File: src/rtl/square_pkg.sv
// Shared definitions for the square_shift_add block: the FSM state
// encoding and the default operand width.
package square_pkg;

    // Operand width used when the instantiating module does not override it.
    localparam int DEFAULT_WIDTH = 16;

    // Controller states, 2-bit encoding.
    typedef enum logic [1:0] {
        IDLE = 2'b00,
        CALC = 2'b01,
        DONE = 2'b10
    } state_t;

endpackage : square_pkg

File: src/rtl/square_shift_add.sv
// square_shift_add: unsigned x*x by iterative shift-and-add, one multiplier
// bit per clock. A holds the shifting multiplicand, B the shifting
// multiplier, and the accumulator is full 2*WIDTH bits wide, so no
// truncation occurs.
//
// Build option: define SQUARE_EARLY_EXIT_EN to finish as soon as the
// remaining multiplier bits are all zero. Without it, latency is always
// WIDTH cycles. The product is the same in both builds.
module square_shift_add
    import square_pkg::*;
#(
    parameter int WIDTH = DEFAULT_WIDTH
) (
    input  logic                 clk,
    input  logic                 rst_n,
    input  logic                 start,
    input  logic [WIDTH-1:0]     x,
    output logic                 busy,
    output logic                 done,
    output logic [2*WIDTH-1:0]   result
);

    // Counter must be able to represent WIDTH itself.
    localparam int CW = $clog2(WIDTH) + 1;

    state_t               state;
    logic [2*WIDTH-1:0]   a;
    logic [2*WIDTH-1:0]   acc;
    logic [WIDTH-1:0]     b;
    logic [CW-1:0]        cnt;

    logic [2*WIDTH-1:0]   sum;
    logic [WIDTH-1:0]     b_next;
    logic                 last;

    // One add/shift step: conditional add of A, then B moves down one bit.
    assign sum    = b[0] ? (acc + a) : acc;
    assign b_next = b >> 1;

`ifdef SQUARE_EARLY_EXIT_EN
    // Stop on the last bit, or as soon as no set multiplier bits remain.
    assign last = (cnt == CW'(WIDTH - 1)) || (b_next == '0);
`else
    // Stop only after all WIDTH multiplier bits have been consumed.
    assign last = (cnt == CW'(WIDTH - 1));
`endif

    assign busy = (state != IDLE);

    // Controller and datapath registers, with the done pulse and result registered.
    always_ff @(posedge clk or negedge rst_n) begin
        if (!rst_n) begin
            // NOTE: all state uses non-blocking assignments so that every
            // register samples values from before the edge, independent of
            // statement order.
            state  <= IDLE;
            a      <= '0;
            b      <= '0;
            acc    <= '0;
            cnt    <= '0;
            done   <= 1'b0;
            result <= '0;
        end else begin
            case (state)
                IDLE: begin
                    done <= 1'b0;
                    if (start) begin
                        a     <= {{WIDTH{1'b0}}, x};
                        b     <= x;
                        acc   <= '0;
                        cnt   <= '0;
                        state <= CALC;
                    end
                end
                CALC: begin
                    acc <= sum;
                    a   <= a << 1;
                    b   <= b_next;
                    cnt <= cnt + CW'(1);
                    if (last) begin
                        result <= sum;
                        done   <= 1'b1;
                        state  <= DONE;
                    end
                end
                DONE: begin
                    done  <= 1'b0;
                    state <= IDLE;
                end
                default: begin
                    done  <= 1'b0;
                    state <= IDLE;
                end
            endcase
        end
    end

endmodule : square_shift_add

File: config.mk
export PLATFORM = sky130hd
export DESIGN_NAME = square_shift_add
export DESIGN_NICKNAME = d
export VERILOG_FILES = /design/src/rtl/square_pkg.sv /design/src/rtl/square_shift_add.sv
export SDC_FILE = /design/constraint.sdc
export NUM_CORES = 1
export LEC_CHECK = 0
export CAP_MARGIN = 20
export CORE_AREA = 2 2 145 147
export CTS_CLUSTER_SIZE = 14
export DETAILED_ROUTE_END_ITERATION = 10
export DIE_AREA = 0 0 147 149
export PLACE_DENSITY = 0.63
export SLEW_MARGIN = 15
export SYNTH_ARGS = -nofsm -noshare
export SYNTH_HDL_FRONTEND = slang
export SYNTH_SLANG_ARGS = --single-unit
export TNS_END_PERCENT = 50
File: constraint.sdc
create_clock -name clk -period 3.7 [get_ports clk]
set_input_delay 0.74 -clock clk [delete_from_list [all_inputs] [get_ports clk]]
set_output_delay 0.74 -clock clk [all_outputs]
set_load 0.01 [all_outputs]
# Yosys cells after proc, flatten, opt, wreduce, memory -nomap -nowiden
# Index checks and enable logic that the tools add are counted.
word_totals:
  ff_bits: 120
  word_cells: 33
classes:
  addsub: 2
  reduce_logical: 6
  n_mux: 14
  eq_ne: 4
ops:
  columns: ["cell", "n"]
  rows:
  - ["32-bit one-hot mux with 2 select lines", 2]
  - ["32-bit two-way mux", 3]
  - ["32-bit adder", 1]
  - ["16-bit one-hot mux with 2 select lines", 1]
  - ["16-bit two-way mux", 1]
  - ["5-bit one-hot mux with 2 select lines", 1]
  - ["2-bit AND reduction", 3]
  - ["5-bit by 1-bit adder with 5-bit output (second input constant)", 1]
  - ["5-bit by 4-bit == test with 1-bit output (second input constant)", 1]
  - ["5-bit two-way mux", 1]
  - ["2-bit two-way mux", 2]
  - ["2-bit inequality test (second input constant)", 2]
  - ["2-bit one-hot mux with 2 select lines", 1]
  - ["2-bit nonzero test", 2]
  - ["2-bit by 1-bit == test with 1-bit output (second input constant)", 1]
  - ["2-bit zero test", 1]
  - ["1-bit two-way mux", 2]

# Depth between registers and ports, before layout
# Gate-level depths: netlist (run 1).
depth:
  word_depth: 3
  mapped_depth: 11
  depth_no_buf: 11

# Least setup slack after synthesis (run 1)
# OpenSTA, ideal clock, no wires.
synth_path:
  kind: "register to register"
  start: "register a[0]"
  end: "register acc[30]"
  t_required_ps: 3576
  arrival_ps: 2562
  setup_time_ps: 124
  stages_incl_launch_ff: 12
  slack_ps: 1013
  path_buffers: 0
  cell_sequence: "dfrtp_1 > ha_1 > fa_1 > a21oi_1 > o211a_1 > o31ai_4 > a221oi_4 > o21ai_4 > a21o_4 > a31oi_4 > xor2_1 > o21ai_1"
synth_between:
  elab_chain_len: 3
synth_lines:
  columns: ["item", "line_no", "text"]
  rows:
  - ["from (decl)", "square_shift_add.sv:27", "logic [2*WIDTH-1:0] a;"]
  - ["from (signal assigned)", "square_shift_add.sv:68", "a <= {{WIDTH{1'b0}}, x};"]
  - ["from (signal assigned)", "square_shift_add.sv:77", "a <= a << 1;"]
  - ["32-bit adder", "square_shift_add.sv:37", "assign sum = b[0] ? (acc + a) : acc;"]
  - ["32-bit two-way mux", "square_shift_add.sv:37", null]
  - ["32-bit one-hot mux with 2 select lines", "square_shift_add.sv:64", "case (state)"]
  - ["to (signal assigned)", "square_shift_add.sv:76", "acc <= sum;"]
  - ["to (decl)", "square_shift_add.sv:28", "logic [2*WIDTH-1:0] acc;"]
# No other way between the ends.
# A chain may end at the register's enable or synchronous reset.

# Final worst setup path (run 1)
layout_path:
  start: "register a[6]"
  end: "register result[31]"
layout_between:
  elab_chain_len: 2
layout_lines:
  columns: ["item", "line_no", "text"]
  rows:
  - ["32-bit adder", "square_shift_add.sv:37", null]
  - ["32-bit two-way mux", "square_shift_add.sv:37", null]
  - ["to (signal assigned)", "square_shift_add.sv:81", "result <= sum;"]
  - ["to (decl)", "square_shift_add.sv:20", "output logic [2*WIDTH-1:0] result"]
# No other way between the ends.

==> impl_metrics.csv, run 1 <==
group,metric,value,unit
cells_and_area,antenna_cells,0,
clock_tree,hold_buffers,0,
global_route,grt_pass1_vias,5434,
cells_and_area,num-nets-final,791,
logic_synthesis,async_flop_share,100,%
placement,io_buffers,52,
global_route,grt_max_degree,72,
flow_run,cap_viol_max_count,0,
clock_tree,tritoncts,"yes",
timing,rsz0062_at_grt,"no",
cells_and_area,drive_gt1_share,8.92,%
drt,wire_per_inst,16.4,um
logic_synthesis,synthFlopType,"dfrtp_1",
drt,drcViolationCount,0,
logic_synthesis,yosysMostFrequentCell,"dfrtp_1",
run_status,status,"complete, no violations",
power,power.share.clock,25.5,%
worst_setup_path,crit_slowest_cell,"a2111oi_1",
global_route,grt.total_usage,16.3,%
drt,drt_pass1_iterations,6,
timing,setup_tns,0,ns
timing,relSlewSlack,49.6,%
logic_synthesis,synthTopCellsByArea,"dfrtp_1 (44%), ha_1 (6.0%), a21oi_1 (4.8%), a22o_1 (4.7%), a221o_1 (4.1%)",
worst_setup_path,worstSetupEndpointType,"flip-flop",
logic_synthesis,yosysWarnings,0,
logic_synthesis,netlist_area,6840,um^2
placement,dpl.hpwl,11400,um
timing,min_period,3.08,ns
floorplan,core,20600,um^2
placement,placed_area,7680,um^2
floorplan,die-area,21900,um^2
drt,drt_iter0_drc,326,
logic_synthesis,synth_top_area_share,43.9,%
power,p_per_area,825,nW/um^2
worst_hold_path,holdCritPathClass,"input port to async pin",
worst_setup_path,crit_family,"compound AO/OA/AOI/OAI gates",
logic_synthesis,postSynthAreaPerCell,9.83,um^2
clock_tree,insertion_delay,0.42,ns
timing,max_freq,0.325,GHz
power,power_frac_comb,41.9,%
placement,gp_congestion,0.891,
power,seqPwrFrac,32.7,%
clock_tree,clock-sinks,120,
floorplan,rows,53,
power,vdd_drop_max,354,uV
clock_tree,numCtsBuffers,17,
drt,vias_per_cell,5.26,
timing,drv_slew,0,
timing,setup_viol,0,
clock_tree,clkTransAtPathRegs,0.06,ns
clock_tree,clockBufferDepth,2,
global_route,antenna_found_initial,0,
logic_synthesis,seq_area_frac_synth,43.9,%
clock_tree,htreeDepth,4,
worst_setup_path,critPathArrivalTime,3.42,ns
floorplan,die_w,147,um
cells_and_area,n_fill_cell,2041,
clock_tree,cts_resized,0,
power,p_sw,2.65,mW
power,p_int,4.20,mW
logic_synthesis,synthTopCellsByCount,"dfrtp_1 (120), nand2_1 (73), a21oi_1 (65)",
worst_setup_path,critical_path_class,"flip-flop to flip-flop",
placement,place_ws,0.631,ns
cells_and_area,multi_input_area,3650,um^2
logic_synthesis,netlist_instances,696,
floorplan,io_pins,53,
worst_setup_path,critPathRequiredTime,4.04,ns
drt,drt_wl_total,16800,um
floorplan,start_util,33.3,%
worst_setup_path,cpPeakStageDelay,0.54,ns
timing,fin_ws,0.622,ns
drt,vias,5396,
timing,finalCritPeriodShare,83.2,%
clock_tree,post_cts_buffers,0,
power,p_leak,3.64,nW
worst_setup_path,crit_fanout,5,
logic_synthesis,syn_nets,749,
cells_and_area,synthToLayoutAreaGrowth,21.4,%
floorplan,die_h,149,um
logic_synthesis,ys_types,58,
timing,skew,0.00863,ns
logic_synthesis,synth_top_cell_by_area,"dfrtp_1",
timing,finalHoldViolCount,0,
worst_setup_path,cp_cell_sequence,"ha_1 -> nand2_1 -> a2111oi_2 -> nor2_2 -> a2111oi_1 -> o211ai_1 -> a21oi_1 -> o21ai_1 -> a21o_1 -> a31oi_1",
worst_setup_path,cp-start-kind,"flip-flop",
timing,tightest_slew,0.756,ns
cells_and_area,postLayoutCellArea,8310,um^2
clock_tree,cts-root-buf,"clkbuf_16",
power,p_sw_share,38.7,%
global_route,grt_first_pass_wirelength,28500,um
logic_synthesis,synth_enable_flop_cells,0,
logic_synthesis,synth-seq-cells,120,
cells_and_area,seq_area,3000,um^2
worst_setup_path,critPathBufInv,0,
drt,antenna_left,0,
global_route,overflow,0,
sequential cells by signal, indices dropped and copies added (netlist names):
name    count
a          32
acc        32
b          16
cnt         5
done        1
result     32
state       2
worst reg2reg max path, cell delays in order, from the launching register on:
cell and delay, ns:
dfrtp_1 0.43, ha_1 0.39, nand2_1 0.11, a2111oi_2 0.46, nor2_2 0.13, a2111oi_1 0.54, o211ai_1 0.20, a21oi_1 0.23
o21ai_1 0.16, a21o_1 0.18, a31oi_1 0.16
cells by family after synthesis:
kind of cell,count (synthesis),synth area share (%)
xor+xnor,26,3.33
simple gates,183,13.1
buf+inv,54,2.96
flops,120,43.9
compound gates,258,27.3
fa+ha+maj,34,6.33
mux,21,3.07
through the flow:
stage               hold slack, ns  instances  power (mW)  utilization [%]
floorplan                    0.444        696        4.13                -
global placement             0.463        994        5.06             37.4
detailed placement           0.470        994        5.11             37.4
CTS                          0.376       1026        6.89             40.4
global route                 0.403       1026        7.34             40.4
finish                       0.330       1026        6.85             40.4
layer usage:
metal	GRT usage, %	part of all wire, %
met5	0	0
met4	6.11	2.0
met3	3.03	4.1
met2	24.3	44
met1	23.5	50
path summary, 6_finish.rpt:
kind / from / end / slack, ns / cells after the start
min in group clk: result[15] / result[15] / 0.47 / 2
max: a[6] / result[31] / 0.62 / 10
min reg2reg: result[15] / result[15] / 0.47 / 2
max reg2reg: a[6] / result[31] / 0.62 / 10
max in group asynchronous: rst_n / b[0] / 2.52 / 2
min: rst_n / result[23] / 0.33 / 1
power groups by stage:
| stage | registers [mW] | logic [mW] | clock network (mW) |
|---|---|---|---|
| after detailed placement | 2.25 | 2.86 | 0 |
| after floorplan | 2.14 | 1.99 | 0 |
| after global placement | 2.25 | 2.82 | 0 |
| after global routing | 2.32 | 3.19 | 1.84 |
| final | 2.24 | 2.87 | 1.74 |
| after CTS | 2.24 | 2.88 | 1.77 |
cells in the final DEF, fill, tap and decap left out, types with 4 or more instances in the layout:
cell | netlist | routed
a211oi_1 | 7 | 7
a21o_1 | 19 | 19
a21oi_1 | 65 | 65
a221o_1 | 28 | 28
a22o_1 | 37 | 37
a31oi_1 | 4 | 4
and3_1 | 7 | 7
buf_4 | 0 | 14
clkbuf_16 | 0 | 17
clkbuf_8 | 0 | 4
clkdlybuf4s50_1 | 0 | 51
clkinvlp_4 | 0 | 4
dfrtp_1 | 120 | 119
ha_1 | 33 | 33
inv_1 | 11 | 11
mux2i_1 | 21 | 21
nand2_1 | 73 | 72
nand2b_1 | 33 | 33
nand3_1 | 12 | 12
nor2_1 | 25 | 25
nor2b_1 | 10 | 9
nor3_1 | 4 | 4
o21a_1 | 5 | 5
o21ai_0 | 54 | 54
o21ai_1 | 6 | 6
o21bai_1 | 7 | 5
xnor2_1 | 20 | 20
xor2_1 | 6 | 6
layout make-up:
type	instances	share of cell area [%]
Clock buffer	22	5.83
Sequential cell	120	36.2
Inverter	11	0.497
Tap cell	275	4.14
Timing Repair Buffer	66	7.65
Multi-Input combinational cell	522	44.0
Clock inverter	10	1.72
(Power assumes the default switching activity.)
==> run 2, diff against run 1 <==
--- a/config.mk
+++ b/config.mk
@@ -10,7 +10,7 @@
 export CTS_CLUSTER_SIZE = 14
 export DETAILED_ROUTE_END_ITERATION = 10
 export DIE_AREA = 0 0 147 149
-export PLACE_DENSITY = 0.63
+export PLACE_DENSITY = 0.65
 export SLEW_MARGIN = 15
 export SYNTH_ARGS = -nofsm -noshare
 export SYNTH_HDL_FRONTEND = slang
==> constraint.sdc (replaced) <==
create_clock -name clk -period 2.5 [get_ports clk]
set_input_delay 0.5 -clock clk [delete_from_list [all_inputs] [get_ports clk]]
set_output_delay 0.5 -clock clk [all_outputs]
set_load 0.01 [all_outputs]
==> run 2 against run 1 <==
  * Power increased by 70%
  * Hold slack lost 0.31 ns
  * Cell count up 9.8%
  * Clock skew is essentially flat
  * Highest routed layer unchanged
  * Die area unchanged
  * The run now ends with setup timing left
  * Combinational power rose by 95%
  * Fmax grew 10%
  * Critical endpoint is now result[30]
==> impl_metrics.csv, run 2 (same netlist as run 1, synthesis figures left out) <==
group,metric,value,unit
worst_setup_path,cp-start-kind,"flip-flop",
placement,placed_cells,1075,
worst_setup_path,worstSetupEndpointType,"flip-flop",
power,p_per_area,1230,nW/um^2
clock_tree,tritoncts,"yes",
worst_hold_path,holdCritPathClass,"input port to async pin",
timing,min_period,2.79,ns
drt,antenna_left,0,
timing,skew,0.00813,ns
global_route,grt.total_usage,16.8,%
cells_and_area,synthToLayoutAreaGrowth,38.4,%
cells_and_area,largestRegisters,"a (32), acc (32), result (32)",
power,vdd_drop_max,515,uV
worst_setup_path,r2r_cells,12,
clock_tree,clock-sinks,120,
run_status,failed_checks,"setup timing",
floorplan,io_pins,53,
worst_setup_path,worst_r2r_endpoint,"result[30]",
cells_and_area,layout_common_cells,"dfrtp_1 (119), buf_4 (110), nand2_1 (70)",
global_route,grt_max_degree,47,
drt,drt_pass1_iterations,4,
global_route,antenna_found_initial,0,
run_status,status,"finished, violations left",
drt,wire_per_inst,15.9,um
floorplan,die-area,21900,um^2
timing,max_freq,0.358,GHz
cells_and_area,antenna_cells,0,
cells_and_area,drive_gt1_share,24.4,%
timing,finalCritPeriodShare,112,%
placement,dpl.hpwl,12300,um
floorplan,core,20600,um^2
timing,fin_ws,-0.292,ns
clock_tree,clkTransAtPathRegs,0.06,ns
clock_tree,hold_buffers,0,
floorplan,die_w,147,um
floorplan,start_util,33.3,%
worst_setup_path,r2r_start,"a[2]",
cells_and_area,layout_commonest_cell,"dfrtp_1",
drt,drt_iter0_drc,394,
drt,drcViolationCount,0,
placement,gp_congestion,0.873,
clock_tree,clockBufferDepth,2,
global_route,grt_first_pass_wirelength,29500,um
cells_and_area,multi_input_area,3980,um^2
cells_and_area,seq_area,3000,um^2
timing,drv_slew,0,
floorplan,die_h,149,um
global_route,overflow,0,
timing,setup_viol,34,
clock_tree,cts-root-buf,"clkbuf_16",
clock_tree,numCtsBuffers,17,
drt,vias_per_cell,5.20,
worst_setup_path,crit_fanout,4,
cells_and_area,layout.cells.non_filler,1127,
worst_setup_path,critical_path_class,"flip-flop to flip-flop",
drt,drt_wl_total,17900,um
worst_setup_path,ff2ff_setup_slack,-0.29,ns
worst_setup_path,critPathRequiredTime,2.86,ns
cells_and_area,n_fill_cell,1918,
timing,relSlewSlack,66.1,%
timing,setup_tns,-4.28,ns
clock_tree,htreeDepth,4,
cells_and_area,final_util,46.1,%
drt,vias,5865,
timing,whs,0.0242,ns
global_route,grt_pass1_vias,5646,
timing,tightest_slew,0.509,ns
power,power,11.6,mW
floorplan,rows,53,
placement,io_buffers,52,
clock_tree,insertion_delay,0.43,ns
cells_and_area,num-nets-final,892,
timing,finalHoldViolCount,0,
flow_run,cap_viol_max_count,0,
power,p_leak,4.25,nW
worst_setup_path,critPathArrivalTime,3.15,ns
timing,rsz0062_at_grt,"yes",
run 2: changes by cell type in the layout (fill, tap and decap cells not counted), sizes merged:
| cell | before | now |
|---|---|---|
| clkinv | 3 | 6 |
| inv | 11 | 12 |
| clkinvlp | 4 | 2 |
| bufinv | 3 | 6 |
| clkbuf | 22 | 17 |
| buf | 15 | 116 |
run 2: final cells by class:
cell class                      count  share of cell area (%)
Clock inverter                     15                    2.63
Timing Repair Buffer              167                    15.1
Multi-Input combinational cell    522                    42.0
Clock buffer                       17                    4.49
Sequential cell                   120                    31.7
Tap cell                          275                    3.63
Inverter                           11                   0.436
run 2: per-layer routing:
| layer | global-route usage, % | up-vias | part of all wire, % | wire length (um) |
|---|---|---|---|---|
| li1 | - | 2861 | - | - |
| met1 | 24.0 | 2856 | 51 | 9070 |
| met2 | 25.8 | 126 | 45 | 8020 |
| met3 | 3.39 | 22 | 3.3 | 587 |
| met4 | 5.14 | 0 | 1.3 | 225 |
| met5 | 0 | - | 0 | 0 |
run 2: stage by stage:
step | instance area [um^2] | setup slack, ns
4_1_cts | 9280 | -0.253
6_report | 9470 | -0.292
3_5_place_dp | 8370 | -0.364
3_3_place_gp | 8370 | -0.293
5_1_grt | 9470 | -0.418
2_1_floorplan | 6900 | -0.0233
run 2: worst max-delay path by stage:
stage	startpoint	to	slack [ns]	cells past startpoint
6_report	a[2]	result[30]	-0.29	12
4_1_cts	a[2]	result[25]	-0.25	11
5_1_grt	a[2]	result[25]	-0.42	11
3_3_place_gp	a[4]	result[31]	-0.29	11
2_1_floorplan	acc[0]	acc[30]	-0.02	11
3_5_place_dp	a[4]	acc[31]	-0.36	11
run 2: repair_timing:
item	in CTS	in global routing
resized for setup	34	26
buffers inserted	11	10
cloned	0	0
pin swaps	20	30
endpoints found under the setup margin	35	44
run 2: power by group:
part	switching [mW]	internal, mW	total (mW)	leakage [nW]
registers	0.581	2.64	3.22	1.59
logic	2.84	2.78	5.61	2.34
clock network	0.941	1.87	2.81	0.323
total	4.36	7.29	11.6	4.25
run 2: worst max-delay path, cell delays in order, from the launching register on:
cell and delay [ns]:
dfrtp_1 0.41, ha_4 0.31, buf_4 0.11, buf_6 0.09, a21oi_4 0.05, o211a_4 0.25
o31ai_4 0.25, a221oi_4 0.12, o21ai_4 0.21, a21o_4 0.20, a31oi_4 0.10, or4b_1 0.53
nand3_1 0.09
